### config.mk
export PLATFORM = sky130hd
export DESIGN_NAME = fwd_ctrl_unit_flat
export DESIGN_NICKNAME = d
export VERILOG_FILES = /design/src/rtl/fwd_ctrl_unit_if.sv /design/src/rtl/fwd_ctrl_unit.sv /design/src/flat_wrapper.sv
export SDC_FILE = /design/constraint.sdc
export NUM_CORES = 1
export LEC_CHECK = 0
export ABC_AREA = 1
export CORE_MARGIN = 4
export CORE_UTILIZATION = 50
export DETAILED_ROUTE_END_ITERATION = 12
export HOLD_SLACK_MARGIN = 0.12
export PLACE_DENSITY = 0.81
export RECOVER_POWER = 25
export SYNTH_ARGS = -nofsm -noshare
export SYNTH_HDL_FRONTEND = slang
export SYNTH_SLANG_ARGS = --single-unit
### constraint.sdc
create_clock -name clk -period 2.3 [get_ports clk]
set_clock_uncertainty 0.05 [all_clocks]
set_input_delay 0.345 -clock clk [delete_from_list [all_inputs] [get_ports clk]]
set_output_delay 0.345 -clock clk [all_outputs]
set_load 0.02 [all_outputs]
### src/rtl/fwd_ctrl_unit_if.sv
// ID-stage to forwarding-controller bus: decoded ID fields in, EX operand selects and stall out.
// Optional perf counters appear when FWD_PERF_EN is defined.
interface fwd_ctrl_unit_if #(
  parameter int AW = 3
`ifdef FWD_PERF_EN
  , parameter int CNT_W = 16
`endif
);
  logic          hold;
  logic          flush;
  logic          id_valid;
  logic [AW-1:0] id_rs1;
  logic [AW-1:0] id_rs2;
  logic          id_use_rs1;
  logic          id_use_rs2;
  logic          id_use_imm;
  logic [AW-1:0] id_rd;
  logic          id_reg_write;
  logic          id_mem_read;
  logic [1:0]    ex_sel_a;
  logic [1:0]    ex_sel_b;
  logic          stall;
`ifdef FWD_PERF_EN
  logic [CNT_W-1:0] fwd_cnt;
  logic [CNT_W-1:0] stall_cnt;
`endif

  modport master (
    output hold, flush, id_valid, id_rs1, id_rs2, id_use_rs1, id_use_rs2,
           id_use_imm, id_rd, id_reg_write, id_mem_read,
`ifdef FWD_PERF_EN
    input  fwd_cnt, stall_cnt,
`endif
    input  ex_sel_a, ex_sel_b, stall
  );

  modport slave (
    input  hold, flush, id_valid, id_rs1, id_rs2, id_use_rs1, id_use_rs2,
           id_use_imm, id_rd, id_reg_write, id_mem_read,
`ifdef FWD_PERF_EN
    output fwd_cnt, stall_cnt,
`endif
    output ex_sel_a, ex_sel_b, stall
  );
endinterface

### src/rtl/fwd_ctrl_unit.sv
// EX operand forwarding and load-use stall controller with private EX/MEM destination shadows.
// Define FWD_PERF_EN to add saturating forward/stall event counters.
module fwd_ctrl_unit #(
  parameter int AW = 3
`ifdef FWD_PERF_EN
  , parameter int CNT_W = 16
`endif
) (
  input  logic             clk,
  input  logic             rst_n,
  fwd_ctrl_unit_if.slave   bus
);

  typedef enum logic {RUN = 1'b0, STALL = 1'b1} state_e;

  state_e        state_q;
  logic          ex_v_q, ex_wr_q, ex_ld_q;
  logic [AW-1:0] ex_rd_q;
  logic          mem_v_q, mem_wr_q;
  logic [AW-1:0] mem_rd_q;
  logic [1:0]    sel_a_q, sel_b_q;

  logic [AW-1:0] src_rs  [2];
  logic [1:0]    src_use;
  logic [1:0]    ex_hit, mem_hit;
  logic [1:0]    fwd_sel [2];
  logic          stall_c, kill_id;
  logic [1:0]    sel_a_d, sel_b_d;

  assign src_rs[0]  = bus.id_rs1;
  assign src_rs[1]  = bus.id_rs2;
  assign src_use[0] = bus.id_use_rs1;
  assign src_use[1] = bus.id_use_rs2;

  // r0 is hardwired zero, so it never matches a producer
  for (genvar gi = 0; gi < 2; gi++) begin : g_src
    assign ex_hit[gi]  = src_use[gi] && (src_rs[gi] != '0) && ex_v_q && ex_wr_q &&
                         (ex_rd_q == src_rs[gi]);
    assign mem_hit[gi] = src_use[gi] && (src_rs[gi] != '0) && mem_v_q && mem_wr_q &&
                         (mem_rd_q == src_rs[gi]);
    assign fwd_sel[gi] = ex_hit[gi] ? 2'b01 : (mem_hit[gi] ? 2'b10 : 2'b00);
  end

  assign stall_c = (state_q == RUN) && bus.id_valid && ex_ld_q && (|ex_hit) && !bus.flush;
  assign kill_id = bus.flush || stall_c || !bus.id_valid;
  assign sel_a_d = kill_id ? 2'b00 : fwd_sel[0];
  assign sel_b_d = kill_id ? 2'b00 : (bus.id_use_imm ? 2'b11 : fwd_sel[1]);

  always_ff @(posedge clk or negedge rst_n) begin
    if (!rst_n) begin
      state_q  <= RUN;
      ex_v_q   <= 1'b0;
      ex_wr_q  <= 1'b0;
      ex_ld_q  <= 1'b0;
      ex_rd_q  <= '0;
      mem_v_q  <= 1'b0;
      mem_wr_q <= 1'b0;
      mem_rd_q <= '0;
      sel_a_q  <= 2'b00;
      sel_b_q  <= 2'b00;
    end else if (!bus.hold) begin
      mem_v_q  <= ex_v_q;
      mem_wr_q <= ex_wr_q;
      mem_rd_q <= ex_rd_q;
      ex_v_q   <= !kill_id;
      ex_wr_q  <= bus.id_reg_write;
      ex_ld_q  <= bus.id_mem_read;
      ex_rd_q  <= bus.id_rd;
      sel_a_q  <= sel_a_d;
      sel_b_q  <= sel_b_d;
      // STALL lasts exactly one cycle: by then the load sits in MEM and forwards as 10
      if (bus.flush) begin
        state_q <= RUN;
      end else begin
        case (state_q)
          RUN:     state_q <= stall_c ? STALL : RUN;
          STALL:   state_q <= RUN;
          default: state_q <= RUN;
        endcase
      end
    end
  end

  assign bus.ex_sel_a = sel_a_q;
  assign bus.ex_sel_b = sel_b_q;
  assign bus.stall    = stall_c;

`ifdef FWD_PERF_EN
  logic [CNT_W-1:0] fwd_cnt_q, stall_cnt_q;
  logic             fwd_now;

  assign fwd_now = (sel_a_q[0] ^ sel_a_q[1]) || (sel_b_q[0] ^ sel_b_q[1]);

  always_ff @(posedge clk or negedge rst_n) begin
    if (!rst_n) begin
      fwd_cnt_q   <= '0;
      stall_cnt_q <= '0;
    end else if (!bus.hold) begin
      if (fwd_now && (fwd_cnt_q != '1))
        fwd_cnt_q <= fwd_cnt_q + 1'b1;
      if (stall_c && (stall_cnt_q != '1))
        stall_cnt_q <= stall_cnt_q + 1'b1;
    end
  end

  assign bus.fwd_cnt   = fwd_cnt_q;
  assign bus.stall_cnt = stall_cnt_q;
`endif

endmodule

### src/flat_wrapper.sv
// flat-port wrapper written by rule: the top's interface ports become plain ports
module fwd_ctrl_unit_flat 
#(
  parameter int AW = 3

)
  (clk, rst_n, bus_hold, bus_flush, bus_id_valid, bus_id_rs1, bus_id_rs2, bus_id_use_rs1, bus_id_use_rs2, bus_id_use_imm, bus_id_rd, bus_id_reg_write, bus_id_mem_read, bus_ex_sel_a, bus_ex_sel_b, bus_stall);
  fwd_ctrl_unit_if #(.AW(AW)) bus_i ();
  input  logic clk;
  input  logic rst_n;
  input wire logic [$bits(bus_i.hold)-1:0] bus_hold;
  input wire logic [$bits(bus_i.flush)-1:0] bus_flush;
  input wire logic [$bits(bus_i.id_valid)-1:0] bus_id_valid;
  input wire logic [$bits(bus_i.id_rs1)-1:0] bus_id_rs1;
  input wire logic [$bits(bus_i.id_rs2)-1:0] bus_id_rs2;
  input wire logic [$bits(bus_i.id_use_rs1)-1:0] bus_id_use_rs1;
  input wire logic [$bits(bus_i.id_use_rs2)-1:0] bus_id_use_rs2;
  input wire logic [$bits(bus_i.id_use_imm)-1:0] bus_id_use_imm;
  input wire logic [$bits(bus_i.id_rd)-1:0] bus_id_rd;
  input wire logic [$bits(bus_i.id_reg_write)-1:0] bus_id_reg_write;
  input wire logic [$bits(bus_i.id_mem_read)-1:0] bus_id_mem_read;
  output wire logic [$bits(bus_i.ex_sel_a)-1:0] bus_ex_sel_a;
  output wire logic [$bits(bus_i.ex_sel_b)-1:0] bus_ex_sel_b;
  output wire logic [$bits(bus_i.stall)-1:0] bus_stall;
  assign bus_i.hold = bus_hold;
  assign bus_i.flush = bus_flush;
  assign bus_i.id_valid = bus_id_valid;
  assign bus_i.id_rs1 = bus_id_rs1;
  assign bus_i.id_rs2 = bus_id_rs2;
  assign bus_i.id_use_rs1 = bus_id_use_rs1;
  assign bus_i.id_use_rs2 = bus_id_use_rs2;
  assign bus_i.id_use_imm = bus_id_use_imm;
  assign bus_i.id_rd = bus_id_rd;
  assign bus_i.id_reg_write = bus_id_reg_write;
  assign bus_i.id_mem_read = bus_id_mem_read;
  assign bus_ex_sel_a = bus_i.ex_sel_a;
  assign bus_ex_sel_b = bus_i.ex_sel_b;
  assign bus_stall = bus_i.stall;
  fwd_ctrl_unit #(.AW(AW)) u_core (.clk(clk), .rst_n(rst_n), .bus(bus_i));
endmodule
==> results of run 1 <==
worst paths after layout:
kind | slack, ns | cells after the start | to | from
worst max-delay path | 0.11 | 8 | bus_stall | bus_id_rs1[1]
min in group asynchronous | 0.50 | 1 | u_core.bus.ex_sel_b[0] | rst_n
worst max register to register | 0.93 | 10 | u_core.ex_v_q | u_core.ex_rd_q[0]
max in group asynchronous | 1.25 | 1 | u_core.ex_rd_q[0] | rst_n
worst min-delay path | 0.43 | 2 | u_core.ex_ld_q | u_core.ex_ld_q
worst min register to register | 0.43 | 2 | u_core.ex_ld_q | u_core.ex_ld_q
cell type report:
class	instances	share of cell area
Inverter	19	0.05649
Sequential cell	16	0.3171
Timing Repair Buffer	27	0.2061
Multi-Input combinational cell	99	0.3776
Tap cell	25	0.02478
Clock buffer	3	0.01784
per-stage QoR:
step	total power [uW]	setup WS, ns	hold WS (ns)	util
final	599.4	0.1108	0.4349	0.7156
after global routing	639.0	0.01920	0.4647	0.7156
after CTS	609.8	0.08026	0.4379	0.7149
after detailed placement	466.7	-0.1767	0.4111	0.7028
after global placement	463.1	-0.1534	0.4092	0.7028
after floorplan	401.0	0.8610	-0.0005911	-
layer usage:
layer  routed length, um  up-vias  share of wire
met4                  41        0          0.020
met5                   0        -              0
met1                 971      410           0.49
met3                 100        4          0.050
li1                    -      474              -
met2                 887       18           0.44
sequential cells by signal, indices dropped and copies added, names as in the netlist:
name and cells:
u_core.ex_rd_q 3, u_core.mem_rd_q 3, u_core.bus.ex_sel_a 2, u_core.bus.ex_sel_b 2, u_core.ex_ld_q 1, u_core.ex_v_q 1
u_core.ex_wr_q 1, u_core.mem_v_q 1, u_core.mem_wr_q 1, u_core.state_q 1
repair_timing:
item	CTS	global route
setup endpoints to repair	1	1
cloned	0	0
gates resized for setup	1	1
hold endpoints to repair	0	0
pin swaps	0	0
kinds of logic after synthesis:
kind of cell | count (synthesis)
buffers and inverters | 21
xor gates and xnor gates | 1
and+or+nand+nor | 85
DFF | 16
AOI/OAI and AO/OA | 13
worst max-delay path, cell delays in order:
cell,delay (ns)
clkdlybuf4s50_1,0.57
nor2_1,0.08
a21boi_2,0.17
nand3_2,0.11
nand2_2,0.09
nand2_4,0.05
nor2_2,0.08
clkdlybuf4s15_1,0.31
report_power, final:
part | internal (uW) | switching, uW | total [uW]
logic | 65.2 | 75.3 | 141
clock network | 60.7 | 78.7 | 139
registers | 302 | 17.3 | 320
synthesized netlist by cell type:
cell	n
a21boi_2	2
nor2_1	9
nand3_1	7
nand3_2	2
nor2_2	2
clkbuf_1	1
inv_2	8
nor2_4	2
or2_1	1
clkinv_1	1
o21ai_0	9
o21ai_2	1
xor2_1	1
dfrtp_1	16
nor3b_2	1
nand2_2	3
o21ai_1	1
inv_1	10
buf_2	1
nand2_4	1
nand2_1	57
==> results.yml, run 1 <==
floorplan:
  die_h_um: 51.76
  start_util: 0.5426
  rows: 15
  die_area_um2: 2679
  ioPinCount: 24
  die_w_um: 51.76
  coreArea_um2: 1764
clock_network:
  ctsHoldBuffers: 0
  clkSlewWorstSetupHoldPaths_ns: 0.08
  cts_sinks: 16
  clockBufferDepth: 2
  htree_levels: 1
  clockRootBuffer: "clkbuf_4"
  cts_buffers: 3
  clk_latency_ns: 0.28
  post_cts_buffers: 0
  cts_tree: "done"
sta:
  fin_crit_ns: 2.189
  worst_slew_pin_slew_ns: 0.7072
  drv_slew: 0
  setup_viol: 0
  max_freq_ghz: 0.4568
  tns_ns: 0
  slew_headroom: 0.5270
  period_share: 0.9518
  finalHoldViolations: 0
  rsz0062_at_grt: "no"
detailed_routing:
  drt_iter0_markers: 6
  num_vias: 906
  remaining_drc_errors: 0
  ant_nets: 0
  drt_first_pass_iters: 4
  viasPerCell: 4.794
  wl_per_cell_um: 10.59
  wl_mm: 2.001
placed_design:
  dp_hpwl_mm: 1.634
  dp.cells: 186
  placed_area_um2: 1240
  portBuffers: 23
  gp_congestion: 0.9290
power:
  ir_drop_uv: 513.4
  p_leak_uw: 0.0006610
  p_per_area_nw_per_um2: 474.8
synth:
  synthXorXnorAreaFrac: 0.009150
  ys_warn_count: 0
  netlist.area_leader.share: 0.4183
  synth_top_family_by_area: "simple AND/OR/NAND/NOR gates"
  synth-simple-area-share: 0.4039
  ys_types: 21
  avgSynthCellArea_um2: 7.038
  syn_inst: 136
  synth_fp_nets: 155
  synthesis.area_um2: 957.2
  ys_seq_area_frac: 0.4183
  synth_mux_area_frac: 0
  synth_compound_area_frac: 0.08497
  yosysTopAreaCell: "dfrtp_1"
  synthAdderAreaFrac: 0
  synth_area_leaders: "dfrtp_1 (42%), nand2_1 (22%), o21ai_0 (4.7%)"
  ys_seq_elements: 16
worst_setup_path:
  worst-endpoint-required_ns: 1.90
  critPathLaunchType: "primary input"
  crit_type: "in -> out"
  cp_data_arrival_time_ns: 1.79
  cp-end-kind: "output port"
  cp_max_fo: 4
layout:
  final_common_cell: "nand2_1"
  drive_gt1_frac: 0.1768
  multi_input_area_um2: 476.7
  regArea_um2: 400.4
  fillers: 152
  final_cell_mix: "nand2_1 (57), clkdlybuf4s50_1 (20), dfrtp_1 (16), inv_1 (10)"
  syn_to_final_growth_pct: 31.90
  stdcell_area_um2: 1262
  final_nets: 185
  antenna_cells: 0
  fin_cells: 189
global_routing:
  grt_pass1_vias: 840
  grt_first_pass_wirelength_mm: 3.491
  busiest_layer: "met2"
  track_usage: 0.1769
  grt_max_degree: 17
  grt_antenna_before_repair: 0
  overflow: 0
  use_met1: 0.2278
  use_met3: 0.03725
  met2_usage: 0.2775
min_path:
  min_path_type: "reg -> reg"
status:
  outcome: "finished clean"
job:
  drv_cap: 0
Power figures use the tool's default switching activity.
==> run 2: changes to the inputs <==
Settings changed: CORE_UTILIZATION 50 to 51, PLACE_DENSITY 0.81 to 0.82.
==> run 2 against run 1 <==
Net effect:
- worst hold slack hardly changed
- design area stayed put
- critical path type unchanged
- critical endpoint unchanged
- largest power group unchanged
- core utilization is 0.77 points higher
- global-route usage is 1.3 points higher
==> results.yml, run 2 (same netlist as run 1, synthesis figures left out) <==
detailed_routing:
  num_vias: 895
  drt_iter0_markers: 12
  remaining_drc_errors: 0
  wl_mm: 2.139
  viasPerCell: 4.735
  wl_met2_mm: 1.004
  wl_met3_um: 118
  ant_nets: 0
  top_layer: "met4"
  drt_first_pass_iters: 4
  met1_length_um: 975
  wl_per_cell_um: 11.32
global_routing:
  overflow: 0
  track_usage: 0.1903
  grt_max_degree: 17
  grt_antenna_before_repair: 0
  grt_pass1_vias: 888
  grt_first_pass_wirelength_mm: 3.739
clock_network:
  post_cts_buffers: 0
  clockRootBuffer: "clkbuf_4"
  clk_latency_ns: 0.29
  cts_tree: "done"
  ctsHoldBuffers: 0
  cts_resized: 1
  clockBufferDepth: 2
  cts_sinks: 16
  htree_levels: 1
  cts_buffers: 3
  clkSlewWorstSetupHoldPaths_ns: 0.09
sta:
  drv_slew: 0
  rsz0062_at_grt: "no"
  slew_headroom: 0.5222
  setup_viol: 0
  finalHoldViolations: 0
  period_share: 0.9536
  fin_crit_ns: 2.193
  worst_slew_pin_slew_ns: 0.7144
  max_freq_ghz: 0.4559
placed_design:
  dp.cells: 186
  placed_area_um2: 1240
  gp_congestion: 0.8823
  dp_hpwl_mm: 1.748
  portBuffers: 23
layout:
  fillers: 164
  regArea_um2: 400.4
  top_regs: "u_core.ex_rd_q (3), u_core.mem_rd_q (3)"
  drive_gt1_frac: 0.1768
  antenna_cells: 0
  multi_input_area_um2: 476.7
  fin_cells: 189
  final_common_cell: "nand2_1"
  final_nets: 185
  final_cell_mix: "nand2_1 (57), clkdlybuf4s50_1 (20), dfrtp_1 (16), inv_1 (10)"
  stdcell_area_um2: 1262
  syn_to_final_growth_pct: 31.90
power:
  p_per_area_nw_per_um2: 479.1
  p_leak_uw: 0.0006611
  ir_drop_uv: 406.3
worst_setup_path:
  cp-end-kind: "output port"
  cp_data_arrival_time_ns: 1.80
  path_cells: "clkdlybuf4s50_1 -> inv_1 -> nand2_1 -> nand2_2 -> nor2_4 -> nand3_2 -> nand2_2 -> nand2_4 -> nor2_2 -> clkdlybuf4s15_1"
  crit_path_max_incr_delay_ns: 0.53
  slowest_stage: "clkdlybuf4s50_1"
  crit_type: "in -> out"
  critPathLaunchType: "primary input"
  cp_common_cell: "nand2_2"
  cp_max_fo: 4
  worst-endpoint-required_ns: 1.90
floorplan:
  start_util: 0.5484
  coreArea_um2: 1745
  die_area_um2: 2634
  die_h_um: 51.32
  ioPinCount: 24
  die_w_um: 51.32
  rows: 15
job:
  drv_cap: 0
min_path:
  min_path_type: "reg -> reg"
status:
  outcome: "finished clean"
## run 2: cell counts in the layout (fill, tap and decap cells not counted)
No cell type changed its count.
## run 2: area by class of cell
class                           count  area share
Multi-Input combinational cell     99      0.3776
Sequential cell                    16      0.3171
Timing Repair Buffer               27      0.2061
Inverter                           19     0.05649
Tap cell                           25     0.02478
Clock buffer                        3     0.01784
## run 2: worst max-delay path: cells and delay by family
family        cells  cell delay (ns)
buf+inv           3             0.91
simple gates      7             0.54
## run 2: through the flow
step | hold WS [ns] | total power (uW) | worst slack, ns | setup TNS [ns] | utilization
after floorplan | -0.0005911 | 401.0 | 0.8610 | 0 | -
after global placement | 0.4062 | 462.5 | -0.1773 | -0.1773 | 0.7104
after detailed placement | 0.4092 | 468.0 | -0.1910 | -0.1910 | 0.7104
after CTS | 0.4293 | 609.6 | 0.07019 | 0 | 0.7226
after global routing | 0.4642 | 649.2 | 0.02487 | 0 | 0.7233
final | 0.4344 | 604.9 | 0.1066 | 0 | 0.7233
## run 2: metal layers
layer / vias up / global-route usage
met5: - / 0
met2: 23 / 0.3069
met3: 5 / 0.04082
met4: 0 / 0.07860
met1: 396 / 0.2463
li1: 471 / -
## run 2: final timing paths
kind                              startpoint                      to  slack, ns  cells after the start
setup / recovery               bus_id_rs2[2]               bus_stall       0.11                     10
hold / removal                u_core.ex_ld_q          u_core.ex_ld_q       0.43                      2
setup reg to reg           u_core.ex_rd_q[0]  u_core.bus.ex_sel_a[1]       0.93                     10
hold reg to reg               u_core.ex_ld_q          u_core.ex_ld_q       0.43                      2
max in group asynchronous              rst_n       u_core.ex_rd_q[0]       1.25                      1
min in group asynchronous              rst_n  u_core.bus.ex_sel_b[1]       0.49                      1
## run 2: power by group
group / internal, uW / switching, uW / total, uW / leakage, uW
Clock: 61.0 / 83.2 / 144 / 0.0000138
Combinational: 65.4 / 76.1 / 142 / 0.000442
Sequential: 302 / 17.0 / 319 / 0.000205
